`src/rtl/rf_spi_link.sv`:
```
// SPI master for an RF transceiver: short/long register frames in SPI mode 0,
// a byte FIFO for read results and a sticky, synchronised interrupt flag.
module rf_spi_link #(
   parameter int CLK_DIV         = 4,
   parameter int FIFO_DEPTH      = 16,
   parameter bit INTR_ACTIVE_LOW = 1'b1
) (
   input  logic                        clk,
   input  logic                        rst,
   input  logic                        cmd_valid,
   output logic                        cmd_ready,
   input  logic                        cmd_long,
   input  logic                        cmd_write,
   input  logic [9:0]                  cmd_addr,
   input  logic [7:0]                  cmd_wdata,
   output logic [7:0]                  rd_data,
   output logic                        rd_valid,
   input  logic                        rd_ready,
   output logic [$clog2(FIFO_DEPTH):0] fifo_count,
   output logic                        fifo_full,
   output logic                        busy,
   output logic                        sck,
   output logic                        cs,
   output logic                        sdi,
   input  logic                        sdo,
   input  logic                        intr_in,
   output logic                        intr_pending,
   input  logic                        intr_ack
);
   localparam int AW = $clog2(FIFO_DEPTH);
   localparam int CW = AW + 1;
   localparam logic [8:0] DIV_LAST   = 9'(CLK_DIV - 1);
   localparam logic [8:0] GUARD_LAST = 9'(2 * CLK_DIV - 1);
   localparam logic       INTR_IDLE  = INTR_ACTIVE_LOW;

   typedef enum logic [1:0] {IDLE, SHIFT, GUARD} state_t;

   state_t      state, state_n;
   logic [8:0]  cnt, cnt_n;
   logic [5:0]  half, half_n, half_last;
   logic [23:0] tx_sr, tx_n;
   logic [7:0]  rx_sr, rx_n;
   logic        is_long, is_long_n, is_read, is_read_n;
   logic        sck_n, cs_n, sdi_n;
   logic        accept, push, pop;

   // Handshakes: a transfer happens on a rising clk edge where valid and ready
   // are both 1; ready never looks at valid, and valid is ignored while busy.
   assign fifo_full = (fifo_count == CW'(FIFO_DEPTH));
   assign cmd_ready = (state == IDLE) && !fifo_full;
   assign accept    = cmd_valid && cmd_ready;
   assign busy      = (state != IDLE);
   assign half_last = is_long ? 6'd47 : 6'd31;

   always_ff @(posedge clk or posedge rst) begin
      if (rst) begin
         state   <= IDLE;
         cnt     <= '0;
         half    <= '0;
         tx_sr   <= '0;
         rx_sr   <= '0;
         is_long <= 1'b0;
         is_read <= 1'b0;
         sck     <= 1'b0;
         cs      <= 1'b1;
         sdi     <= 1'b0;
      end else begin
         state   <= state_n;
         cnt     <= cnt_n;
         half    <= half_n;
         tx_sr   <= tx_n;
         rx_sr   <= rx_n;
         is_long <= is_long_n;
         is_read <= is_read_n;
         sck     <= sck_n;
         cs      <= cs_n;
         sdi     <= sdi_n;
      end
   end

   // half counts elapsed sck half-periods; odd half means sck is high.
   always_comb begin
      state_n   = state;
      cnt_n     = cnt;
      half_n    = half;
      tx_n      = tx_sr;
      rx_n      = rx_sr;
      is_long_n = is_long;
      is_read_n = is_read;
      sck_n     = sck;
      cs_n      = cs;
      sdi_n     = sdi;
      push      = 1'b0;
      case (state)
         IDLE: begin
            if (accept) begin
               state_n   = SHIFT;
               cnt_n     = '0;
               half_n    = '0;
               is_long_n = cmd_long;
               is_read_n = !cmd_write;
               if (cmd_long)
                  tx_n = {1'b1, cmd_addr, cmd_write, 4'h0, cmd_write ? cmd_wdata : 8'h00};
               else
                  tx_n = {1'b0, cmd_addr[5:0], cmd_write, cmd_write ? cmd_wdata : 8'h00, 8'h00};
               cs_n  = 1'b0;
               sck_n = 1'b0;
               sdi_n = tx_n[23];
            end
         end
         SHIFT: begin
            if (sck && cnt == '0) rx_n = {rx_sr[6:0], sdo};
            if (cnt == DIV_LAST) begin
               cnt_n  = '0;
               half_n = half + 6'd1;
               if (half == half_last) begin
                  state_n = GUARD;
                  cs_n    = 1'b1;
                  sck_n   = 1'b0;
                  sdi_n   = 1'b0;
                  push    = is_read;
               end else if (half[0]) begin
                  sck_n = 1'b0;
                  tx_n  = {tx_sr[22:0], 1'b0};
                  sdi_n = tx_sr[22];
               end else begin
                  sck_n = 1'b1;
               end
            end else begin
               cnt_n = cnt + 9'd1;
            end
         end
         GUARD: begin
            if (cnt == GUARD_LAST) state_n = IDLE;
            else                   cnt_n   = cnt + 9'd1;
         end
         default: state_n = IDLE;
      endcase
   end

   // rx_n already holds a sample taken on the same edge when CLK_DIV is 1.
   logic [7:0]    mem [FIFO_DEPTH];
   logic [AW-1:0] wr_ptr, rd_ptr;

   assign rd_valid = (fifo_count != '0);
   assign pop      = rd_valid && rd_ready;
   assign rd_data  = rd_valid ? mem[rd_ptr] : 8'h00;

   always_ff @(posedge clk) begin
      if (push) mem[wr_ptr] <= rx_n;
   end

   always_ff @(posedge clk or posedge rst) begin
      if (rst) begin
         wr_ptr     <= '0;
         rd_ptr     <= '0;
         fifo_count <= '0;
      end else begin
         if (push) wr_ptr <= wr_ptr + 1'b1;
         if (pop)  rd_ptr <= rd_ptr + 1'b1;
         fifo_count <= fifo_count + CW'(push) - CW'(pop);
      end
   end

   logic sync1, sync2, sync3, intr_edge;

   assign intr_edge = (sync2 != INTR_IDLE) && (sync3 == INTR_IDLE);

   always_ff @(posedge clk or posedge rst) begin
      if (rst) begin
         sync1        <= INTR_IDLE;
         sync2        <= INTR_IDLE;
         sync3        <= INTR_IDLE;
         intr_pending <= 1'b0;
      end else begin
         sync1        <= intr_in;
         sync2        <= sync1;
         sync3        <= sync2;
         intr_pending <= intr_edge || (intr_pending && !intr_ack);
      end
   end
endmodule

```
`config.mk`:
```
export PLATFORM = sky130hd
export DESIGN_NAME = rf_spi_link
export DESIGN_NICKNAME = d
export VERILOG_FILES = /design/src/rtl/rf_spi_link.sv
export SDC_FILE = /design/constraint.sdc
export NUM_CORES = 1
export LEC_CHECK = 0
export ABC_AREA = 1
export CAP_MARGIN = 15
export CORE_MARGIN = 4
export CORE_UTILIZATION = 60
export DETAILED_ROUTE_END_ITERATION = 16
export GPL_TIMING_DRIVEN = 0
export HOLD_SLACK_MARGIN = 0.05
export PLACE_DENSITY = 0.8
export SKIP_LAST_GASP = 1
export SYNTH_ARGS = -nofsm -noshare
export SYNTH_HDL_FRONTEND = slang
export SYNTH_SLANG_ARGS = --single-unit
export TNS_END_PERCENT = 5
```
`constraint.sdc`:
```
create_clock -name clk -period 6.2 [get_ports clk]
set_input_delay 1.55 -clock clk [delete_from_list [all_inputs] [get_ports clk]]
set_output_delay 1.55 -clock clk [all_outputs]
set_load 0.01 [all_outputs]
```
==> impl_results.rst <==
.. list-table::
   :header-rows: 1

   * - Metric
     - Value
   * - DRC violations left
     - 0
   * - Number of endpoints failing setup at the final stage
     - 0
   * - Number of max-cap violations
     - 0
   * - Final hold slack
     - about 360 ps
   * - Full die area
     - 0.0174 mm2
   * - Startpoint type of the worst setup path
     - flop
   * - CP required
     - ~4700 ps
   * - Placed wire-length estimate after detailed placement
     - 14600 um
   * - Routability congestion estimate from global placement
     - 0.888
   * - Number of different library cells in the post-synthesis netlist
     - 36
   * - Site Rows
     - 45
   * - RSZ-0062 raised after global routing
     - false
   * - R2r endpoint
     - fifo_count[4]$_DFF_PP0_
   * - Area of the core
     - 0.0151 mm2
   * - Final layout net count
     - roughly 1.1k
   * - Final WL
     - 21000 um
   * - Critical-path cell with the highest stage delay
     - sky130_fd_sc_hd__clkdlybuf4s50_1
   * - Total of cells resized after clock tree synthesis
     - 0
   * - Setup TNS Final
     - 0 ps
   * - Cell with the most instances on the worst path
     - sky130_fd_sc_hd__nand2_1
   * - Maximum number of pins on one net before global-route repair
     - 71
   * - Total overflow reported by the global router
     - 0
   * - Number of global-route vias before repair
     - approximately 6.7k
   * - TritonCTS buffer count
     - 17
   * - Worst hold endpoint
     - sync2$_DFF_PP1_
   * - TritonCTS clock tree
     - built
   * - Post-DR wirelength/cell
     - ~17 um
   * - Data arrival time of the critical path
     - 2630 ps
   * - Total via count in the routed design
     - ~7k
   * - Register area share after synthesis
     - 60.7%
   * - Diode insertion count for antenna repair
     - 0
   * - Clock period minus final worst setup slack
     - 4180 ps
   * - Warnings, synthesis
     - 0
   * - Total cell area at the placement stage
     - approximately 0.01 mm2
   * - Final Instance Area
     - around 0.011 mm2
   * - Hold path startpoint
     - sync1$_DFF_PP1_
   * - Power per cell area
     - approximately 450 mW/mm2
   * - Number of H-tree levels
     - 4
   * - Hold_buf cts
     - 0
   * - Fraction of the core area covered by cells at the end of the flow
     - 69.8%
   * - Total global-route track usage
     - approximately a quarter
   * - Max-slew violations
     - 0
   * - Iteration count of the initial detailed-routing pass
     - 5
   * - Slack of the worst reg-to-reg path
     - approximately 3200 ps
   * - ANT nets after route
     - 0
   * - Max Clock Skew
     - about 10 ps
   * - Wire length of the first global-routing pass
     - between 30000 and 40000 um
   * - Max incr delay on CP
     - 570 ps
   * - Mean cell area of the mapped netlist
     - between 9 and 10 um2
   * - Width of the die
     - approximately 130 um
   * - Number of cells on the worst reg-to-reg path
     - 14
   * - Slew headroom
     - a little over a third
   * - Dominant cells by area after synthesis
     - sky130_fd_sc_hd__edfxtp_1, sky130_fd_sc_hd__dfrtp_1, sky130_fd_sc_hd__nand2_1, sky130_fd_sc_hd__nand3_1, sky130_fd_sc_hd__o21ai_0
   * - Cell count of the worst hold path
     - 0
   * - Category of the critical setup timing path
     - flop to primary output
   * - Die Y
     - around 130 um
   * - Crit path cell chain
     - inv_1 > buf_2 > buf_2 > nand2_1 > nand3_1 > nand3_1 > nand2_1 > nand2_1 > a21oi_1 > clkdlybuf4s50_1
   * - Setup repair bufs after CTS
     - 0
   * - Number of I/O port buffers
     - 45
   * - Final critical-path share of the clock period
     - between 60 and 70%
   * - Clock tree sinks
     - 198
   * - Area overhead of the layout relative to synthesis
     - 14.5%
   * - Bufs on Longest Clock Path
     - 2
   * - Number of vias per cell
     - about 5.6
   * - Worst min-delay path category
     - flop to flop
   * - Area fraction of the dominant cell type after synthesis
     - 41.6%
   * - LEAKAGE
     - between 4 and 5 nW
   * - Sum of internal, switching and leakage power
     - 4.73 mW
   * - Antenna violations before repair
     - 0
   * - Crit. End Element
     - primary output
   * - Root Buffer Master
     - sky130_fd_sc_hd__clkbuf_16
   * - Biggest area consumer among synthesized cells
     - sky130_fd_sc_hd__edfxtp_1
   * - I/O pin total
     - 48
   * - Worst-Margin Slew
     - roughly 950 ps
   * - Post-synth net total
     - approximately 1k
   * - R2R Path Start
     - fifo_count[2]$_DFF_PP0_
   * - Critical-path maximum fanout
     - 10
   * - Status
     - completed
   * - Worst-Skew Late Latency
     - around 430 ps
   * - Number of hold violations in the final report
     - 0
   * - Cell area after technology mapping
     - roughly 0.0092 mm2
   * - Iteration-0 DRC Markers
     - between 600 and 700
   * - Gate Count Post-Synth
     - 967
   * - Clock transition at the registers of the reported paths
     - 70 ps
   * - Effective utilization at floorplan
     - between 60 and 70%
   * - Largest voltage drop on the vdd net
     - approximately 0.32 mV
   * - Achievable clock frequency
     - approximately 0.24 GHz
   * - Fraction of layout instances using a drive strength above 1
     - under 10%
   * - Total of flip-flops plus latches after synthesis
     - roughly 200
cell usage after synthesis:
library cell / instances
sky130_fd_sc_hd__nor2_4: 4
sky130_fd_sc_hd__nor2_1: 33
sky130_fd_sc_hd__nand2_1: 344
sky130_fd_sc_hd__dfstp_2: 4
sky130_fd_sc_hd__buf_1: 3
sky130_fd_sc_hd__and3_1: 1
sky130_fd_sc_hd__nand3_2: 2
sky130_fd_sc_hd__clkbuf_1: 10
sky130_fd_sc_hd__nor2_2: 4
sky130_fd_sc_hd__buf_4: 1
sky130_fd_sc_hd__clkinv_1: 1
sky130_fd_sc_hd__nand4_1: 1
sky130_fd_sc_hd__dfrtp_1: 66
sky130_fd_sc_hd__nor3b_1: 1
sky130_fd_sc_hd__o22ai_1: 1
sky130_fd_sc_hd__fa_1: 1
sky130_fd_sc_hd__o221ai_1: 5
sky130_fd_sc_hd__xor2_1: 12
sky130_fd_sc_hd__buf_2: 24
sky130_fd_sc_hd__o21ai_1: 8
sky130_fd_sc_hd__ha_1: 18
sky130_fd_sc_hd__a21oi_1: 13
sky130_fd_sc_hd__clkbuf_2: 2
sky130_fd_sc_hd__nand3_1: 142
sky130_fd_sc_hd__or2_2: 1
sky130_fd_sc_hd__nand3b_1: 1
sky130_fd_sc_hd__o211ai_1: 3
sky130_fd_sc_hd__inv_1: 65
sky130_fd_sc_hd__nand2_4: 3
sky130_fd_sc_hd__nand4_4: 1
sky130_fd_sc_hd__o21ai_0: 56
sky130_fd_sc_hd__inv_2: 2
sky130_fd_sc_hd__nor2_8: 1
sky130_fd_sc_hd__xnor2_1: 1
sky130_fd_sc_hd__edfxtp_1: 128
sky130_fd_sc_hd__buf_6: 4
layer usage:
layer,track usage (%),routed length (um),up-vias
li1,-,-,3363
met1,33.2,8670,3229
met2,42.2,10300,287
met3,4.12,1540,38
met4,9.22,470,0
met5,0,0,-
report_power, final:
| part | leakage (nW) | switching [mW] | total, mW | internal (mW) |
|---|---|---|---|---|
| logic | 2.12 | 1.24 | 1.91 | 0.670 |
| clock network | 0.277 | 0.474 | 1.08 | 0.605 |
| registers | 2.11 | 0.0963 | 1.74 | 1.64 |
| total | 4.51 | 1.81 | 4.73 | 2.92 |
state kept, by name, indices dropped and copies added (netlist names):
signal and flops:
fifo_count 5, wr_ptr 4, sync2 1, rx_sr 8
mem 128, state 2, is_long 1, sdi 1
sync3 1, tx_sr 23, intr_pending 1, sck 1
sync1 1, cnt 9, is_read 1, rd_ptr 4
cs 1, half 6
worst max-delay path by stage:
stage | from | to | slack [ps]
after CTS | rd_ptr[0]$_DFFE_PP0P_ | rd_data[4] | 2020
after global placement | rst | tx_sr[13]$_DFFE_PP0P_ | 1660
after detailed placement | rd_ready | fifo_count[4]$_DFF_PP0_ | 2300
after floorplan | rst | cnt[0]$_DFFE_PP0P_ | 2890
final | rd_ptr[0]$_DFFE_PP0P_ | rd_data[4] | 2020
after global routing | rd_ptr[0]$_DFFE_PP0P_ | rd_data[3] | 1810
stage by stage:
stage | worst slack (ps) | std cells
after detailed placement | 2300 | 1208
after floorplan | 2890 | 967
final | 2020 | 1240
after global placement | 1660 | 1200
after CTS | 2020 | 1240
after global routing | 1810 | 1240
placed cells by master (no fill, tap or decap), types with 3 or more instances in the layout:
cell type | Yosys | final
sky130_fd_sc_hd__o21ai_1 | 8 | 16
sky130_fd_sc_hd__xor2_1 | 12 | 12
sky130_fd_sc_hd__nor2_2 | 4 | 4
sky130_fd_sc_hd__ha_1 | 18 | 18
sky130_fd_sc_hd__inv_1 | 65 | 64
sky130_fd_sc_hd__buf_6 | 4 | 8
sky130_fd_sc_hd__nor2_1 | 33 | 33
sky130_fd_sc_hd__o221ai_1 | 5 | 5
sky130_fd_sc_hd__a21oi_1 | 13 | 13
sky130_fd_sc_hd__nand2_1 | 344 | 344
sky130_fd_sc_hd__dfstp_2 | 4 | 4
sky130_fd_sc_hd__o211ai_1 | 3 | 3
sky130_fd_sc_hd__nor2_4 | 4 | 4
sky130_fd_sc_hd__buf_1 | 3 | 3
sky130_fd_sc_hd__o21ai_0 | 56 | 48
sky130_fd_sc_hd__edfxtp_1 | 128 | 128
sky130_fd_sc_hd__buf_4 | 1 | 5
sky130_fd_sc_hd__nand3_1 | 142 | 142
sky130_fd_sc_hd__buf_2 | 24 | 24
sky130_fd_sc_hd__clkinv_1 | 1 | 4
sky130_fd_sc_hd__clkdlybuf4s50_1 | 0 | 45
sky130_fd_sc_hd__clkbuf_1 | 10 | 12
sky130_fd_sc_hd__nand2_4 | 3 | 3
sky130_fd_sc_hd__clkinv_4 | 0 | 3
sky130_fd_sc_hd__dfrtp_1 | 66 | 66
sky130_fd_sc_hd__clkbuf_16 | 0 | 17
layout make-up:
cell class / count / area, um2
sequential: 198 / 5600
fill: 1132 / 4580
multi-input combinational: 657 / 3140
timing repair buffer: 53 / 526
clock buffer: 20 / 447
inverter: 68 / 258
tap: 188 / 235
buffer: 44 / 231
clock inverter: 12 / 128
worst max-delay path, delay by kind of cell (launching register included):
kind | cells | cell delay (ps)
simple gates | 5 | 460
compound gates | 1 | 170
buf+inv | 4 | 1150
flops | 1 | 410
logic make-up after synthesis:
kind of cell | Yosys count | share of synthesized area, %
adders and majority gates | 19 | 2.66
DFF | 198 | 60.7
buffers and inverters | 112 | 5.27
and+or+nand+nor | 539 | 25.2
AOI/OAI and AO/OA | 86 | 4.96
xor gates and xnor gates | 13 | 1.23
(Power assumes the default switching activity.)
